File: config.mk
export PLATFORM = sky130hd
export DESIGN_NAME = riscv_mmio_ctrl
export DESIGN_NICKNAME = d
export VERILOG_FILES = /design/src/rtl/riscv_mmio_pkg.sv /design/src/rtl/riscv_mmio_btn_sync.sv /design/src/rtl/riscv_mmio_ctrl.sv
export SDC_FILE = /design/constraint.sdc
export NUM_CORES = 1
export LEC_CHECK = 0
export CAP_MARGIN = 40
export CORE_AREA = 2 2 73 75
export DETAILED_ROUTE_END_ITERATION = 6
export DIE_AREA = 0 0 75 77
export PLACE_DENSITY = 0.87
export RECOVER_POWER = 100
export SETUP_SLACK_MARGIN = 0.5
export SLEW_MARGIN = 20
export SYNTH_ARGS = -nofsm -noshare
export SYNTH_HDL_FRONTEND = slang
export SYNTH_SLANG_ARGS = --single-unit
File: constraint.sdc
create_clock -name i_riscv_mmio_clk -period 11.15 [get_ports i_riscv_mmio_clk]
set_input_delay 2.23 -clock i_riscv_mmio_clk [delete_from_list [all_inputs] [get_ports i_riscv_mmio_clk]]
set_output_delay 2.23 -clock i_riscv_mmio_clk [all_outputs]
set_load 0.03 [all_outputs]
File: src/rtl/riscv_mmio_pkg.sv
// Shared definitions for the MMIO controller: register offsets relative to
// MMIO_BASE, the memory-stage load-data select encoding and the UART
// transmit sequencer state encoding.
package riscv_mmio_pkg;

    localparam logic [63:0] OFF_TIMER0  = 64'h00;
    localparam logic [63:0] OFF_TIMER1  = 64'h08;
    localparam logic [63:0] OFF_SW_UP   = 64'h10;
    localparam logic [63:0] OFF_SW_LO   = 64'h18;
    localparam logic [63:0] OFF_BTN1    = 64'h20;
    localparam logic [63:0] OFF_BTN2    = 64'h28;
    localparam logic [63:0] OFF_BTN3    = 64'h30;
    localparam logic [63:0] OFF_UART_TX = 64'h38;

    typedef enum logic [2:0] {
        SEL_DMEM  = 3'd0,
        SEL_TIMER = 3'd1,
        SEL_SW_UP = 3'd2,
        SEL_SW_LO = 3'd3,
        SEL_BTN1  = 3'd4,
        SEL_BTN2  = 3'd5,
        SEL_BTN3  = 3'd6,
        SEL_ZERO  = 3'd7
    } load_sel_e;

    typedef logic [1:0] uart_state_t;

    localparam uart_state_t UART_IDLE = 2'd0;
    localparam uart_state_t UART_SEND = 2'd1;
    localparam uart_state_t UART_WAIT = 2'd2;

endpackage

File: src/rtl/riscv_mmio_btn_sync.sv
// Conditioning for one push-button.
//   clk_i, rst_ni : core clock, async active-low reset
//   btn_i         : raw asynchronous button level
//   clr_i         : memory stage is loading this button's register
//   btn_o         : conditioned button value
// Two-flop synchroniser. With RISCV_MMIO_BTN_LATCH_EN defined the output
// is a sticky flag set on a rising edge of the synchronised level and
// cleared by a read (set wins); otherwise it is the synchronised level.
module riscv_mmio_btn_sync (
    input  logic clk_i,
    input  logic rst_ni,
    input  logic btn_i,
    input  logic clr_i,
    output logic btn_o
);

    logic meta_q;
    logic sync_q;

    always_ff @(posedge clk_i or negedge rst_ni) begin
        if (!rst_ni) begin
            meta_q <= 1'b0;
            sync_q <= 1'b0;
        end else begin
            meta_q <= btn_i;
            sync_q <= meta_q;
        end
    end

`ifdef RISCV_MMIO_BTN_LATCH_EN
    logic prev_q;
    logic latch_q;
    logic latch_d;

    always_comb begin
        latch_d = latch_q;
        if (clr_i) latch_d = 1'b0;
        // A fresh press must not be lost to a read in the same cycle.
        if (sync_q && !prev_q) latch_d = 1'b1;
    end

    always_ff @(posedge clk_i or negedge rst_ni) begin
        if (!rst_ni) begin
            prev_q  <= 1'b0;
            latch_q <= 1'b0;
        end else begin
            prev_q  <= sync_q;
            latch_q <= latch_d;
        end
    end

    assign btn_o = latch_q;
`else
    logic unused_clr;
    assign unused_clr = clr_i;
    assign btn_o      = sync_q;
`endif

endmodule

File: src/rtl/riscv_mmio_ctrl.sv
// Memory-mapped I/O controller for the memory stage.
//   i_riscv_mmio_clk/rst_n     : core clock, async active-low reset
//   i_riscv_mmio_addr/load/store/wdata : execute-stage access
//   i_riscv_mmio_btn           : raw buttons, i_riscv_mmio_uart_busy : UART busy
//   o_riscv_mmio_load_mux_sel, o_riscv_mmio_dm_we, o_riscv_mmio_timer_we :
//                                memory-stage register outputs
//   o_riscv_mmio_btn           : conditioned buttons
//   o_riscv_mmio_uart_tx_valid/data : UART send strobe and byte
//   o_riscv_mmio_stall         : hold fetch/decode/execute
// Optional feature macro: RISCV_MMIO_BTN_LATCH_EN (sticky clear-on-read buttons).
//
// UART sequencer states
//   state | meaning
//   IDLE  | no byte in flight
//   SEND  | tx_valid strobe for the captured byte
//   WAIT  | UART store held in execute until busy drops
module riscv_mmio_ctrl
    import riscv_mmio_pkg::*;
#(
    parameter logic [63:0] MMIO_BASE = 64'h0000_0000_0000_2000
) (
    input  logic        i_riscv_mmio_clk,
    input  logic        i_riscv_mmio_rst_n,
    input  logic [63:0] i_riscv_mmio_addr,
    input  logic        i_riscv_mmio_load,
    input  logic        i_riscv_mmio_store,
    input  logic [7:0]  i_riscv_mmio_wdata,
    input  logic [2:0]  i_riscv_mmio_btn,
    input  logic        i_riscv_mmio_uart_busy,
    output logic [2:0]  o_riscv_mmio_load_mux_sel,
    output logic        o_riscv_mmio_dm_we,
    output logic        o_riscv_mmio_timer_we,
    output logic [2:0]  o_riscv_mmio_btn,
    output logic        o_riscv_mmio_uart_tx_valid,
    output logic [7:0]  o_riscv_mmio_uart_tx_data,
    output logic        o_riscv_mmio_stall
);

    logic        is_mmio;
    logic [63:0] offset;
    logic        is_timer;
    logic        is_uart;
    logic        store_only;
    logic        uart_store;
    logic [2:0]  dec_sel;

    assign is_mmio    = (i_riscv_mmio_addr >= MMIO_BASE);
    assign offset     = i_riscv_mmio_addr - MMIO_BASE;
    assign is_timer   = is_mmio && (offset == OFF_TIMER0 || offset == OFF_TIMER1);
    assign is_uart    = is_mmio && (offset == OFF_UART_TX);
    // A simultaneous load wins; the store is dropped.
    assign store_only = i_riscv_mmio_store && !i_riscv_mmio_load;
    assign uart_store = store_only && is_uart;

    always_comb begin
        dec_sel = SEL_DMEM;
        if (is_mmio) begin
            case (offset)
                OFF_TIMER0, OFF_TIMER1: dec_sel = SEL_TIMER;
                OFF_SW_UP:              dec_sel = SEL_SW_UP;
                OFF_SW_LO:              dec_sel = SEL_SW_LO;
                OFF_BTN1:               dec_sel = SEL_BTN1;
                OFF_BTN2:               dec_sel = SEL_BTN2;
                OFF_BTN3:               dec_sel = SEL_BTN3;
                default:                dec_sel = SEL_ZERO;
            endcase
        end
    end

    // UART sequencer
    uart_state_t state_q, state_d;
    logic [7:0]  tx_data_q, tx_data_d;
    logic        stall_raw;
    logic        stall;

    always_comb begin
        state_d   = state_q;
        tx_data_d = tx_data_q;
        stall_raw = 1'b0;
        case (state_q)
            UART_IDLE: begin
                if (uart_store) begin
                    if (i_riscv_mmio_uart_busy) begin
                        stall_raw = 1'b1;
                        state_d   = UART_WAIT;
                    end else begin
                        tx_data_d = i_riscv_mmio_wdata;
                        state_d   = UART_SEND;
                    end
                end
            end
            UART_SEND: begin
                if (uart_store) begin
                    stall_raw = 1'b1;
                    state_d   = UART_WAIT;
                end else begin
                    state_d = UART_IDLE;
                end
            end
            UART_WAIT: begin
                if (i_riscv_mmio_uart_busy) begin
                    stall_raw = 1'b1;
                end else begin
                    tx_data_d = i_riscv_mmio_wdata;
                    state_d   = UART_SEND;
                end
            end
            default: state_d = UART_IDLE;
        endcase
    end

    // Reset must release the pipeline immediately even if the held store
    // and busy are still present at the inputs.
    assign stall = stall_raw && i_riscv_mmio_rst_n;

    // Memory-stage register; a stall inserts a bubble.
    logic [2:0] sel_q, sel_d;
    logic       dm_we_q, dm_we_d;
    logic       timer_we_q, timer_we_d;

    assign sel_d      = (!stall && i_riscv_mmio_load) ? dec_sel : SEL_DMEM;
    assign dm_we_d    = !stall && store_only && !is_mmio;
    assign timer_we_d = !stall && store_only && is_timer;

    always_ff @(posedge i_riscv_mmio_clk or negedge i_riscv_mmio_rst_n) begin
        if (!i_riscv_mmio_rst_n) begin
            state_q    <= UART_IDLE;
            tx_data_q  <= 8'h00;
            sel_q      <= SEL_DMEM;
            dm_we_q    <= 1'b0;
            timer_we_q <= 1'b0;
        end else begin
            state_q    <= state_d;
            tx_data_q  <= tx_data_d;
            sel_q      <= sel_d;
            dm_we_q    <= dm_we_d;
            timer_we_q <= timer_we_d;
        end
    end

    // Buttons
    logic [2:0] btn_clr;

    assign btn_clr = {sel_q == SEL_BTN3, sel_q == SEL_BTN2, sel_q == SEL_BTN1};

    for (genvar g = 0; g < 3; g++) begin : g_btn
        riscv_mmio_btn_sync u_btn_sync (
            .clk_i  (i_riscv_mmio_clk),
            .rst_ni (i_riscv_mmio_rst_n),
            .btn_i  (i_riscv_mmio_btn[g]),
            .clr_i  (btn_clr[g]),
            .btn_o  (o_riscv_mmio_btn[g])
        );
    end

    assign o_riscv_mmio_load_mux_sel  = sel_q;
    assign o_riscv_mmio_dm_we         = dm_we_q;
    assign o_riscv_mmio_timer_we      = timer_we_q;
    assign o_riscv_mmio_uart_tx_valid = (state_q == UART_SEND);
    assign o_riscv_mmio_uart_tx_data  = tx_data_q;
    assign o_riscv_mmio_stall         = stall;

endmodule
==> flow_metrics.env <==
export IMPL_areaGrowthSynthToFinish_pct=54.2
export IMPL_crit_chain="dlygate4sd3_1, nor3_1, nand4_1, nor4_1, a21boi_0, nor4_1, and3_1, a31oi_1, clkbuf_1, nor2_1, dlygate4sd3_1"
export IMPL_finalCritPeriodShare=0.836
export IMPL_layout_commonest_cell="clkdlybuf4s50_1"
export IMPL_synth_nets=314
export IMPL_ys_seq_elements=21
export IMPL_cts_root_buf="clkbuf_8"
export IMPL_die_area_um2=5780
export IMPL_start_kind="input pin"
export IMPL_p_leak_nw=1.07
export IMPL_critPathBufInv=3
export IMPL_fmax_ghz=0.107
export IMPL_min_period_ns=9.33
export IMPL_hp_class="reg2reg"
export IMPL_arrival_ns=7.10
export IMPL_wirelength_mm=6.04
export IMPL_post_cts_buffers=0
export IMPL_dr_first_iter_drc_count=78
export IMPL_async_reset_ff_frac=1.00
export IMPL_netlist_instances=233
export IMPL_ys_types=56
export IMPL_io_buffers=97
export IMPL_antenna_found_initial=0
export IMPL_drt_wirelength_per_cell_um=15.2
export IMPL_antenna_cells=0
export IMPL_pwr_share_comb=0.319
export IMPL_finalSetupTns_ns=0
export IMPL_vias=2321
export IMPL_dpl_cell_area_um2=2960
export IMPL_crit_required_ns=8.92
export IMPL_die_w_um=75
export IMPL_layout_common_cells="74 x clkdlybuf4s50_1, 23 x dlygate4sd3_1, 21 x dfrtp_1"
export IMPL_core_area_um2=4980
export IMPL_power_density_nw_per_um2=62.6
export IMPL_chipHeight_um=77
export IMPL_met1_usage=0.258
export IMPL_switchingPower_uw=49.7
export IMPL_cts_buffer_depth=2
export IMPL_vias_per_cell=5.83
export IMPL_grt_pass1_vias=2243
export IMPL_ctsHoldBuffers=0
export IMPL_grt_max_degree=29
export IMPL_use_met3=0.0368
export IMPL_grtUsageMet2=0.355
export IMPL_holdWs_ns=0.353
export IMPL_finalHoldViolations=0
export IMPL_outcome="complete, no violations"
export IMPL_gp_congestion=0.930
export IMPL_pin_count=98
export IMPL_drt_pass1_iter_count=4
export IMPL_cts_resized=0
export IMPL_instances_no_fill=398
export IMPL_crit_path_max_fanout=28
export IMPL_relSlewSlack=0.341
export IMPL_clock_latency_ns=0.26
export IMPL_grt_ovfl_total=0
export IMPL_cts_inserted_buffers=3
export IMPL_clock_sinks=21
export IMPL_seq_area_frac_synth=0.273
export IMPL_tightest_slew_ns=0.986
export IMPL_drc_errors=0
export IMPL_dpl_cell_count=394
export IMPL_finalMaxSlewViolations=0
export IMPL_synth_edf_count=0
export IMPL_grtUsageTotal=0.210
export IMPL_ant_nets=0
export IMPL_rsz0062_at_grt="false"
export IMPL_fillers=482
export IMPL_drv_cap=0
export IMPL_p_seq_frac=0.421
export IMPL_final_net_count=410
export IMPL_grt_busiest_layer="met2"
export IMPL_yosysWarnings=0
export IMPL_p_int_uw=136
export IMPL_grt_pass1_wl_mm=9.82
export IMPL_netlist_area_um2=1930
export IMPL_h_tree_depth=1
export IMPL_peakVddDrop_mv=0.0507
export IMPL_post_route_cell_area_um2=2970
export IMPL_clock_skew_ns=0.00373
export IMPL_fp_row_count=26
export IMPL_path_class="in2out"
export IMPL_path_delay_family="simple AND/OR/NAND/NOR gates"
export IMPL_p_sw_frac=0.267
export IMPL_cts_tree="built"
export IMPL_path_clk_slew_ns=0.07
export IMPL_setup_violations=0
export IMPL_p_clk_frac=0.261
export IMPL_synth_ff_type="dfrtp_1"
export IMPL_slowest_stage="nand4_1"
export IMPL_max_stage_delay_ns=0.92
export IMPL_dp_final_hpwl_mm=5.15
export IMPL_endpoint_kind="output port"
export IMPL_drive_gt1_frac=0.0457
export IMPL_start_util=0.387
export IMPL_syn_avg_cell_area_um2=8.27
[stage by stage]
| stage | total power, mW | util | worst slack, ns |
|---|---|---|---|
| final | 0.186 | 0.597 | 1.82 |
| after global routing | 0.194 | 0.597 | 1.37 |
| after CTS | 0.189 | 0.604 | 2.76 |
| after floorplan | 0.0982 | - | 4.20 |
| after detailed placement | 0.140 | 0.595 | 2.77 |
| after global placement | 0.139 | 0.590 | 2.73 |
[cell type report]
type / instances / area (um^2) / share of cell area
clock buffers: 3 / 41.3 / 0.0139
clock inverters: 1 / 5.00 / 0.00168
inverters: 18 / 67.6 / 0.0227
multi-input cells: 186 / 1260 / 0.426
flip-flops and latches: 21 / 526 / 0.177
well taps: 70 / 87.6 / 0.0295
repair buffers: 99 / 978 / 0.329
[power groups by stage]
stage / logic, mW / registers (mW) / clock network (mW)
2_1_floorplan: 0.0174 / 0.0808 / 0
3_3_place_gp: 0.0589 / 0.0797 / 0
3_5_place_dp: 0.0605 / 0.0797 / 0
4_1_cts: 0.0608 / 0.0782 / 0.0496
5_1_grt: 0.0641 / 0.0783 / 0.0517
6_report: 0.0593 / 0.0782 / 0.0484
[state kept, by name, indices dropped and copies added (netlist names)]
signal	flops
o_riscv_mmio_timer_we	1
o_riscv_mmio_load_mux_sel	3
o_riscv_mmio_dm_we	1
g_btn.u_btn_sync.btn_o	3
o_riscv_mmio_uart_tx_data	8
g_btn.u_btn_sync.meta_q	3
state_q	2
[path summary, 6_finish.rpt]
check,endpoint,cells past startpoint,startpoint,slack (ns)
setup / recovery,o_riscv_mmio_stall,11,i_riscv_mmio_addr[20],1.82
hold / removal,g_btn[0].u_btn_sync.btn_o$_DFF_PN0_,0,g_btn[0].u_btn_sync.meta_q$_DFF_PN0_,0.35
setup reg to reg,o_riscv_mmio_uart_tx_data[4]$_DFFE_PN0P_,5,state_q[0]$_DFFE_PN0P_,9.07
hold reg to reg,g_btn[0].u_btn_sync.btn_o$_DFF_PN0_,0,g_btn[0].u_btn_sync.meta_q$_DFF_PN0_,0.35
max in group asynchronous,g_btn[1].u_btn_sync.meta_q$_DFF_PN0_,2,i_riscv_mmio_rst_n,7.84
min in group asynchronous,o_riscv_mmio_uart_tx_data[1]$_DFFE_PN0P_,1,i_riscv_mmio_rst_n,2.31
[layer usage]
layer / share of wire / wire [um]
met3: 0.093 / 560
met2: 0.48 / 2920
met4: 0.030 / 180
met1: 0.39 / 2390
met5: 0 / 0
[cell families (layout without fill, tap and decap cells)]
logic type      after synthesis  after routing  synth area share
xor+xnor                      9              9            0.0409
compound gates               49             49             0.186
fa+ha+maj                     1              1           0.00649
mux                           2              2            0.0104
buf+inv                      26            121            0.0591
flops                        21             21             0.273
simple gates                125            125             0.425
[cells in the mapped netlist, types with 5 or more instances]
master     n  area, um^2
nand3_1   10        50.1
nand2_1    8        30.0
nor3_1     5        25.0
inv_1     17        63.8
or4_1      9        67.6
or3_1      6        37.5
dfrtp_1   21         526
a21oi_1    5        25.0
nand4_1   12        75.1
nor2_1    17        63.8
nor4_1    16         100
o31ai_1   14         105
o211ai_1   8        60.1
xnor2_1    5        43.8
(Power assumes the default switching activity.)
